--- config.mk ---
export PLATFORM = sky130hd
export DESIGN_NAME = mem_arbiter
export DESIGN_NICKNAME = d
export VERILOG_FILES = /design/src/rtl/mem_arb_pkg.sv /design/src/rtl/mem_arb_pick.sv /design/src/rtl/mem_arbiter.sv
export SDC_FILE = /design/constraint.sdc
export NUM_CORES = 1
export LEC_CHECK = 0
export ABC_CLOCK_PERIOD_IN_PS = 3200
export BUFFER_PORTS_ARGS = -buffer_cell sky130_fd_sc_hd__buf_2
export CAP_MARGIN = 0
export CELL_PAD_IN_SITES_DETAIL_PLACEMENT = 1
export CELL_PAD_IN_SITES_GLOBAL_PLACEMENT = 1
export CORE_ASPECT_RATIO = 0.6
export CORE_MARGIN = 4
export CORE_UTILIZATION = 16
export CTS_CLUSTER_SIZE = 28
export DETAILED_ROUTE_END_ITERATION = 12
export PLACE_DENSITY_LB_ADDON = 0.25
export SLEW_MARGIN = 20
export SYNTH_ARGS = -nofsm -noshare
export SYNTH_HDL_FRONTEND = slang
export SYNTH_SLANG_ARGS = --single-unit
--- constraint.sdc ---
create_clock -name clk -period 3.2 [get_ports clk]
set_input_delay 0.32 -clock clk [delete_from_list [all_inputs] [get_ports clk]]
set_output_delay 0.32 -clock clk [all_outputs]
set_load 0.005 [all_outputs]
--- src/rtl/mem_arb_pkg.sv ---
// Shared types and constants for the two-master memory arbiter.
// Optional build macro MEM_ARB_RR_EN selects round-robin arbitration on collisions.
package mem_arb_pkg;

    typedef enum logic [1:0] {
        IDLE = 2'd0,
        OWN0 = 2'd1,
        OWN1 = 2'd2
    } mem_arb_state_t;

    localparam logic M0 = 1'b0;
    localparam logic M1 = 1'b1;

    // One-hot grant vector for a master index.
    function automatic logic [1:0] grant_onehot(input logic master);
        logic [1:0] vec;
        if (master == M1) begin
            vec = 2'b10;
        end else begin
            vec = 2'b01;
        end
        return vec;
    endfunction

endpackage

--- src/rtl/mem_arb_pick.sv ---
// Combinational 2-way picker. Fixed priority (master 1 wins) by default;
// with MEM_ARB_RR_EN defined, a collision goes to the master that did not win last.
module mem_arb_pick
    import mem_arb_pkg::*;
(
    input  logic [1:0] req,
    input  logic       last,
    output logic       pick,
    output logic       any
);

    // Decide which requester wins; with no request the pick is a don't-care and follows last
    always_comb begin
        any  = |req;
        pick = last;
        case (req)
            2'b01: pick = M0;
            2'b10: pick = M1;
`ifdef MEM_ARB_RR_EN
            2'b11: pick = ~last;
`else
            2'b11: pick = M1;
`endif
            default: pick = last;
        endcase
    end

endmodule

--- src/rtl/mem_arbiter.sv ---
// Two-master arbiter for one PicoRV32-native memory port (master 0 = CPU, master 1 = loader).
// Build macro MEM_ARB_RR_EN: round-robin on simultaneous requests; otherwise master 1 has priority.
// The owner's request is passed combinationally to the memory; ownership changes only in IDLE.
module mem_arbiter
    import mem_arb_pkg::*;
#(
    parameter int ADDR_W = 32,
    parameter int DATA_W = 32
) (
    input  logic                  clk,
    input  logic                  reset,
    input  logic                  m0_valid,
    input  logic                  m0_instr,
    input  logic [ADDR_W-1:0]     m0_addr,
    input  logic [DATA_W-1:0]     m0_wdata,
    input  logic [DATA_W/8-1:0]   m0_wstrb,
    output logic                  m0_ready,
    output logic [DATA_W-1:0]     m0_rdata,
    input  logic                  m1_valid,
    input  logic [ADDR_W-1:0]     m1_addr,
    input  logic [DATA_W-1:0]     m1_wdata,
    input  logic [DATA_W/8-1:0]   m1_wstrb,
    output logic                  m1_ready,
    output logic [DATA_W-1:0]     m1_rdata,
    input  logic                  m1_lock,
    output logic                  s_valid,
    output logic                  s_instr,
    output logic [ADDR_W-1:0]     s_addr,
    output logic [DATA_W-1:0]     s_wdata,
    output logic [DATA_W/8-1:0]   s_wstrb,
    input  logic                  s_ready,
    input  logic [DATA_W-1:0]     s_rdata,
    output logic [1:0]            grant
);

    localparam int STRB_W = DATA_W / 8;

    mem_arb_state_t state_r;
    mem_arb_state_t state_next_s;
    logic [1:0]     grant_r;
    logic [1:0]     grant_next_s;
    logic           pick_s;
    logic           any_s;
    logic           last_s;

    mem_arb_pick u_pick (
        .req  ({m1_valid, m0_valid}),
        .last (last_s),
        .pick (pick_s),
        .any  (any_s)
    );

`ifdef MEM_ARB_RR_EN
    logic last_r;

    // Remember the winner of each IDLE arbitration so the other master wins the next collision
    always_ff @(posedge clk or posedge reset) begin
        if (reset) begin
            last_r <= M1;
        end else if ((state_r == IDLE) && any_s) begin
            last_r <= pick_s;
        end else begin
            last_r <= last_r;
        end
    end

    assign last_s = last_r;
`else
    assign last_s = M1;
`endif

    // Arbitration state and grant registers; reset drops any transfer in flight
    always_ff @(posedge clk or posedge reset) begin
        if (reset) begin
            state_r <= IDLE;
            grant_r <= 2'b00;
        end else begin
            state_r <= state_next_s;
            grant_r <= grant_next_s;
        end
    end

    // Next-state: arbitrate in IDLE, release on completion/abort, hold OWN1 while locked
    always_comb begin
        state_next_s = state_r;
        grant_next_s = grant_r;
        case (state_r)
            IDLE: begin
                if (any_s) begin
                    state_next_s = (pick_s == M1) ? OWN1 : OWN0;
                    grant_next_s = grant_onehot(pick_s);
                end else begin
                    state_next_s = IDLE;
                    grant_next_s = 2'b00;
                end
            end
            OWN0: begin
                // Completion, or the CPU withdrawing its request, both end ownership
                if (!m0_valid || s_ready) begin
                    state_next_s = IDLE;
                    grant_next_s = 2'b00;
                end else begin
                    state_next_s = OWN0;
                end
            end
            OWN1: begin
                if (m1_valid) begin
                    if (s_ready && !m1_lock) begin
                        state_next_s = IDLE;
                        grant_next_s = 2'b00;
                    end else begin
                        state_next_s = OWN1;
                    end
                end else if (!m1_lock) begin
                    state_next_s = IDLE;
                    grant_next_s = 2'b00;
                end else begin
                    state_next_s = OWN1;
                end
            end
            default: begin
                state_next_s = IDLE;
                grant_next_s = 2'b00;
            end
        endcase
    end

    // Route the owner to the memory port and the memory response back to the owner only
    always_comb begin
        s_valid  = 1'b0;
        s_instr  = 1'b0;
        s_addr   = {ADDR_W{1'b0}};
        s_wdata  = {DATA_W{1'b0}};
        s_wstrb  = {STRB_W{1'b0}};
        m0_ready = 1'b0;
        m0_rdata = {DATA_W{1'b0}};
        m1_ready = 1'b0;
        m1_rdata = {DATA_W{1'b0}};
        case (state_r)
            OWN0: begin
                s_valid  = m0_valid;
                s_instr  = m0_instr;
                s_addr   = m0_addr;
                s_wdata  = m0_wdata;
                s_wstrb  = m0_wstrb;
                m0_ready = s_ready;
                m0_rdata = s_rdata;
            end
            OWN1: begin
                s_valid  = m1_valid;
                s_instr  = 1'b0;
                s_addr   = m1_addr;
                s_wdata  = m1_wdata;
                s_wstrb  = m1_wstrb;
                m1_ready = s_ready;
                m1_rdata = s_rdata;
            end
            default: begin
                s_valid = 1'b0;
            end
        endcase
    end

    assign grant = grant_r;

endmodule
==> results of run 1 <==
[through the flow]
step,cells,area [um^2],hold WS [ns]
after floorplan,260,1780,0.0861
after detailed placement,688,3430,0.236
after global routing,691,3510,0.0188
after CTS,691,3510,0.000492
final,691,3510,-0.000968
after global placement,688,3430,0.226
[layout by cell type (no fill, tap or decap), drive strengths merged, types with 2 or more instances in the layout]
master    n
buf     317
nor2b    69
a22oi    68
and2     67
inv       5
ha        5
dfrtp     4
nand2     3
clkbuf    3
o21ai     3
a21oi     2
[per-layer routing]
metal | vias to the layer above | part of all wire | global-route usage
met1 | 1362 | 0.40 | 0.180
met4 | 0 | 0.0081 | 0.0154
met2 | 128 | 0.51 | 0.266
met3 | 8 | 0.082 | 0.0455
met5 | - | 0 | 0
li1 | 1485 | - | -
[cells by family (layout without fill, tap and decap cells)]
| logic type | count (synthesis) | after routing | synth area share |
|---|---|---|---|
| and+or+nand+nor | 142 | 142 | 0.497 |
| AOI/OAI and AO/OA | 74 | 74 | 0.310 |
| buffers and inverters | 33 | 325 | 0.0880 |
| adders and majority gates | 5 | 5 | 0.0352 |
| DFF | 4 | 4 | 0.0563 |
| muxes | 2 | 2 | 0.0141 |
[registers in the layout, summed over array words and instances, names as in the netlist]
signal and flops:
grant 2, state_r 2
[final cells by class]
cell class,count,area (um^2)
repair buffers,317,1610
multi-input cells,223,1530
flip-flops and latches,4,100
clock buffers,3,75.1
well taps,139,174
fillers,1426,7200
inverters,5,18.8
[critical path, stage by stage (launching register included)]
cell and delay [ns]:
sky130_fd_sc_hd__dfrtp_1 0.40, sky130_fd_sc_hd__inv_1 0.13, sky130_fd_sc_hd__ha_2 0.56, sky130_fd_sc_hd__buf_4 0.49, sky130_fd_sc_hd__a22oi_1 0.16, sky130_fd_sc_hd__nor2b_1 0.15, sky130_fd_sc_hd__buf_2 0.13
[worst min-delay path by stage]
stage	start	endpoint	slack (ns)	cells past startpoint
after floorplan	reset	grant[0]	0.09	1
after global placement	reset	grant[0]	0.23	2
after detailed placement	reset	grant[1]	0.24	2
after CTS	reset	state_r[1]	0.0005	2
after global routing	reset	state_r[1]	0.02	2
final	reset	state_r[1]	-0.001	2
[report_power, final]
| part | internal (uW) | switching (uW) |
|---|---|---|
| clock | 160 | 35.4 |
| combinational | 868 | 880 |
| sequential | 69.6 | 16.2 |
| total | 1100 | 931 |
==> impl_metrics.yaml, run 1 <==
status:
  run_status: "finished, violations left"
  violations: "negative hold slack"
die:
  placement_rows: 29
  die_w_um: 144
  initial_utilization: 0.166
  floorplan.die.height_um: 89.7
  fp.dieArea_mm2: 0.0129
  ios: 313
  core-area_mm2: 0.0107
clock_tree:
  clkLatencyLatePin_ns: 0.22
  cts_resized: 0
  tritoncts_num_sinks: 4
  cts_post_setup_buffers_inserted: 0
  clock_edge_transition_at_the_registers_on_the_reported_setup_and_hold_paths_ns: 0.03
  cts_buffer_depth: 2
  cts_buffers: 3
  root_buffer: "sky130_fd_sc_hd__clkbuf_16"
  post_cts_hold_buffer_count: 0
  h_tree_level_count: 1
  tritoncts: "built"
sta:
  timing.max_slew.rel_slack: 0.448
  setup_tns_final_ns: 0
  period_minus_slack_ns: 2.59
  fmax_mhz: 386
  timing.final.hold_violations: 2
  report.final.setup_viol: 0
  number_of_pins_exceeding_their_max_slew_limit_in_the_final_report: 0
  tightestPinTransition_ns: 0.828
  fin_ws_ns: 0.609
  min_period_over_period: 0.810
  timing.hold.ws_ns: -0.000968
  finClkSkew_ns: 0.00255
  unrepaired_setup_endpoints_after_global_routing: "false"
placed_design:
  count_of_buffers_from_port_buffering: 312
  dp_hpwl_um: 9490
  setup_slack_at_placement_ns: 0.818
  gp_congestion: 0.739
synth:
  syn-cell-area_mm2: 0.00178
  ys.flop_type: "sky130_fd_sc_hd__dfrtp_1"
  net_count_of_the_mapped_netlist: 440
  synth_common_cells: "sky130_fd_sc_hd__nor2b_1, sky130_fd_sc_hd__a22oi_1, sky130_fd_sc_hd__and2_1"
  ys_seq_area_frac: 0.0563
  register_bit_total_from_synthesis: 4
  ys_async_sr_fraction: 1.00
  synth.lib_cells_used.distinct: 20
  synth_enable_flop_cells: 0
  synth.top_cells.by_area: "sky130_fd_sc_hd__a22oi_1, sky130_fd_sc_hd__nor2b_1, sky130_fd_sc_hd__and2_1"
  synthesis.yosys.warnings: 0
  syn_area_per_cell_um2: 6.84
  synth_most_common_cell: "sky130_fd_sc_hd__nor2b_1"
  netlist_instances: 260
  netlist.top_cell.by_area: "sky130_fd_sc_hd__a22oi_1"
  synthDominantCellAreaShare: 0.287
cells_and_area:
  post_route_cells_drive_above_1_share: 0.591
  area_growth_syn_to_layout_pct: 97.3
  antennaDiodeCount: 0
  finalCoreUtilization: 0.328
  final_nets: 734
critical_path:
  startpoint_type: "flop"
  r2r_start: "state_r[1]"
  r2r_slack_ns: 1.10
  reg2reg_depth: 5
  critical_path.reg2reg.endpoint: "grant[0]"
  timing.setup.critical_path_class: "reg -> out"
  path_max_fanout: 41
  cp_data_required_time_ns: 2.88
  endpoint_kind: "output pin"
  critPathArrivalTime_ns: 2.27
  critPathLaunch: "state_r[0]"
  critical_path.endpoint: "s_wdata[0]"
global_route:
  grt_pass1_vias: 2871
  grt_antenna_before_repair: 0
  total_gr_overflow: 0
  track_usage: 0.147
  grt_max_degree: 57
  grt_first_pass_wirelength_um: 15400
drt:
  post_detailed_route_via_to_cell_ratio: 4.32
  avgRoutedWirePerCell_um: 16.0
  dr.pass1.iters: 4
  violation_count_after_the_first_detailed_route_iteration: 97
  totalWireLength_um: 11000
  route.vias.total: 2983
  drcViolationCount: 0
  drt.antenna.violating_nets: 0
hold_path:
  hp-class: "in -> async"
power:
  power_density_over_the_cells_mw_per_mm2: 578
  static-leakage-power_uw: 0.00202
  power.ir.vdd_worst_mv: 0.247
  design_power_total_uw: 2030
flow_run:
  drv_cap: 0
No activity file was read; power rests on OpenSTA's default activity.
==> run 2: changes to the inputs <==
--- a/config.mk
+++ b/config.mk
@@ -5,14 +5,14 @@
 export SDC_FILE = /design/constraint.sdc
 export NUM_CORES = 1
 export LEC_CHECK = 0
-export ABC_CLOCK_PERIOD_IN_PS = 3200
+export ABC_CLOCK_PERIOD_IN_PS = 2600
 export BUFFER_PORTS_ARGS = -buffer_cell sky130_fd_sc_hd__buf_2
 export CAP_MARGIN = 0
 export CELL_PAD_IN_SITES_DETAIL_PLACEMENT = 1
 export CELL_PAD_IN_SITES_GLOBAL_PLACEMENT = 1
 export CORE_ASPECT_RATIO = 0.6
 export CORE_MARGIN = 4
-export CORE_UTILIZATION = 16
+export CORE_UTILIZATION = 15
 export CTS_CLUSTER_SIZE = 28
 export DETAILED_ROUTE_END_ITERATION = 12
 export PLACE_DENSITY_LB_ADDON = 0.25
==> constraint.sdc (replaced) <==
create_clock -name clk -period 2.6 [get_ports clk]
set_input_delay 0.26 -clock clk [delete_from_list [all_inputs] [get_ports clk]]
set_output_delay 0.26 -clock clk [all_outputs]
set_load 0.005 [all_outputs]
==> run 2 against run 1 <==
  * The flow now finishes without violations
  * Wire length up 2.1%
  * Via count up 2.6%
  * Non-clock buffer count rose by 2
  * Worst setup slack got worse by 0.13 ns
  * Cell area increased by 1.2%
  * Die area up 6.2%
  * Global-route usage is 0.12 points higher
  * Power increased by 25%
  * Worst hold slack improved by 0.34 ns
  * First-iteration DRC count up 26%
  * Utilization is 1.7 points lower
==> impl_metrics.yaml, run 2 (same netlist as run 1, synthesis figures left out) <==
global_route:
  grt_pass1_vias: 3281
  global_route.usage.met1: 0.160
  busiest_layer: "met2"
  grt.met2_usage: 0.289
  track_usage: 0.148
  grt_util_met3: 0.0440
  grt_antenna_before_repair: 0
  grt_max_degree: 54
  grt_first_pass_wirelength_um: 16900
  total_gr_overflow: 0
hold_path:
  timing.hold.worst_path_depth: 2
  timing.hold.worst.start: "m0_valid"
  hp-class: "in -> reg"
  hold_end: "state_r[0]"
power:
  swShare: 0.458
  combPwrFrac: 0.865
  static-leakage-power_uw: 0.00203
  switch_pwr_uw: 1160
  clockPowerShare: 0.094
  cellInternalPower_uw: 1370
  pwr-share-seq: 0.040
  power_density_over_the_cells_mw_per_mm2: 713
  power.ir.vdd_worst_mv: 0.393
clock_tree:
  cts_buffers: 3
  h_tree_level_count: 1
  tritoncts: "built"
  clock_edge_transition_at_the_registers_on_the_reported_setup_and_hold_paths_ns: 0.03
  clkLatencyLatePin_ns: 0.22
  tritoncts_num_sinks: 4
  cts_buffer_depth: 2
  cts_resized: 0
  root_buffer: "sky130_fd_sc_hd__clkbuf_16"
drt:
  avgRoutedWirePerCell_um: 15.8
  totalWireLength_um: 11300
  drcViolationCount: 0
  dr.pass1.iters: 4
  violation_count_after_the_first_detailed_route_iteration: 122
  post_detailed_route_via_to_cell_ratio: 4.29
  route.vias.total: 3060
  drt.antenna.violating_nets: 0
sta:
  timing.final.hold_violations: 0
  setup_tns_final_ns: 0
  fmax_mhz: 471
  report.final.setup_viol: 0
  timing.max_slew.rel_slack: 0.623
  min_period_over_period: 0.817
  period_minus_slack_ns: 2.12
  finClkSkew_ns: 0.00284
  unrepaired_setup_endpoints_after_global_routing: "false"
  number_of_pins_exceeding_their_max_slew_limit_in_the_final_report: 0
  fin_ws_ns: 0.476
  tightestPinTransition_ns: 0.565
placed_design:
  gp_congestion: 0.777
  setup_slack_at_placement_ns: 0.673
  count_of_buffers_from_port_buffering: 312
  dp_hpwl_um: 9700
status:
  run_status: "finished, final reports clean"
die:
  ios: 313
  fp.dieArea_mm2: 0.0137
  core-area_mm2: 0.0114
  die_w_um: 149
  placement_rows: 30
  initial_utilization: 0.155
  floorplan.die.height_um: 92.3
flow_run:
  drv_cap: 0
critical_path:
  cp_data_required_time_ns: 2.34
  critical_path.reg2reg.endpoint: "grant[0]"
  reg2reg_depth: 6
  critPathLaunch: "state_r[0]"
  startpoint_type: "flop"
  r2r_slack_ns: 0.96
  path_max_fanout: 45
  critPathArrivalTime_ns: 1.86
  timing.setup.critical_path_class: "reg -> out"
  endpoint_kind: "output pin"
  r2r_start: "state_r[0]"
cells_and_area:
  area_growth_syn_to_layout_pct: 99.8
  antennaDiodeCount: 0
  layout_commonest_cell: "sky130_fd_sc_hd__buf_2"
  post_route_cells_drive_above_1_share: 0.590
  finalCoreUtilization: 0.310
  fill_cells: 1520
  commonest_cells_after_routing_fill_and_taps_aside: "sky130_fd_sc_hd__buf_2, sky130_fd_sc_hd__nor2b_1, sky130_fd_sc_hd__a22oi_1"
  final_nets: 736
[run 2: through the flow]
stage / hold slack, ns / instance area (um^2) / power, uW / std cells
after global routing: 0.341 / 3550 / 2790 / 714
final: 0.337 / 3550 / 2530 / 714
after detailed placement: 0.166 / 3470 / 2350 / 710
after CTS: 0.337 / 3550 / 2600 / 714
after global placement: 0.156 / 3470 / 2300 / 710
after floorplan: 0.0261 / 1780 / 1410 / 260
[run 2: cell type report]
type	instances	area, um^2	share of cell area
clock buffer	3	75.1	0.0211
inverter	5	18.8	0.00528
multi-input combinational	223	1530	0.430
tap	160	200	0.0564
sequential	4	100	0.0282
timing repair buffer	319	1630	0.459
[run 2: power by group through the flow]
stage          Combinational [uW]  Clock, uW  Sequential, uW
6_report                     2190        238             102
5_1_grt                      2430        248             106
4_1_cts                      2250        242             103
3_5_place_dp                 2240          0             104
3_3_place_gp                 2190          0             104
2_1_floorplan                1310          0             102
[run 2: per-layer routing]
layer  share of wire  up-vias
li1                -     1487
met1            0.37     1432
met2            0.53      127
met3           0.078       14
met4           0.015        0
met5               0        -
[run 2: repair_timing]
action | in CTS | in global routing
buffers inserted | 0 | 0
hold buffers | 1 | 0
endpoints found under the hold margin | 4 | 0
[run 2: worst max-delay path by stage]
stage | depth (start not counted) | endpoint | slack [ns]
2_1_floorplan | 5 | s_addr[0] | 1.11
3_3_place_gp | 5 | s_addr[16] | 0.74
3_5_place_dp | 5 | s_addr[19] | 0.67
4_1_cts | 5 | s_addr[19] | 0.43
5_1_grt | 6 | s_wdata[14] | 0.32
6_report | 5 | s_addr[19] | 0.48
[run 2: critical path, stage by stage, from the launching register on]
cell,delay [ns]
sky130_fd_sc_hd__dfrtp_1,0.37
sky130_fd_sc_hd__inv_1,0.10
sky130_fd_sc_hd__ha_2,0.61
sky130_fd_sc_hd__buf_12,0.24
sky130_fd_sc_hd__nor2b_1,0.17
sky130_fd_sc_hd__buf_2,0.13
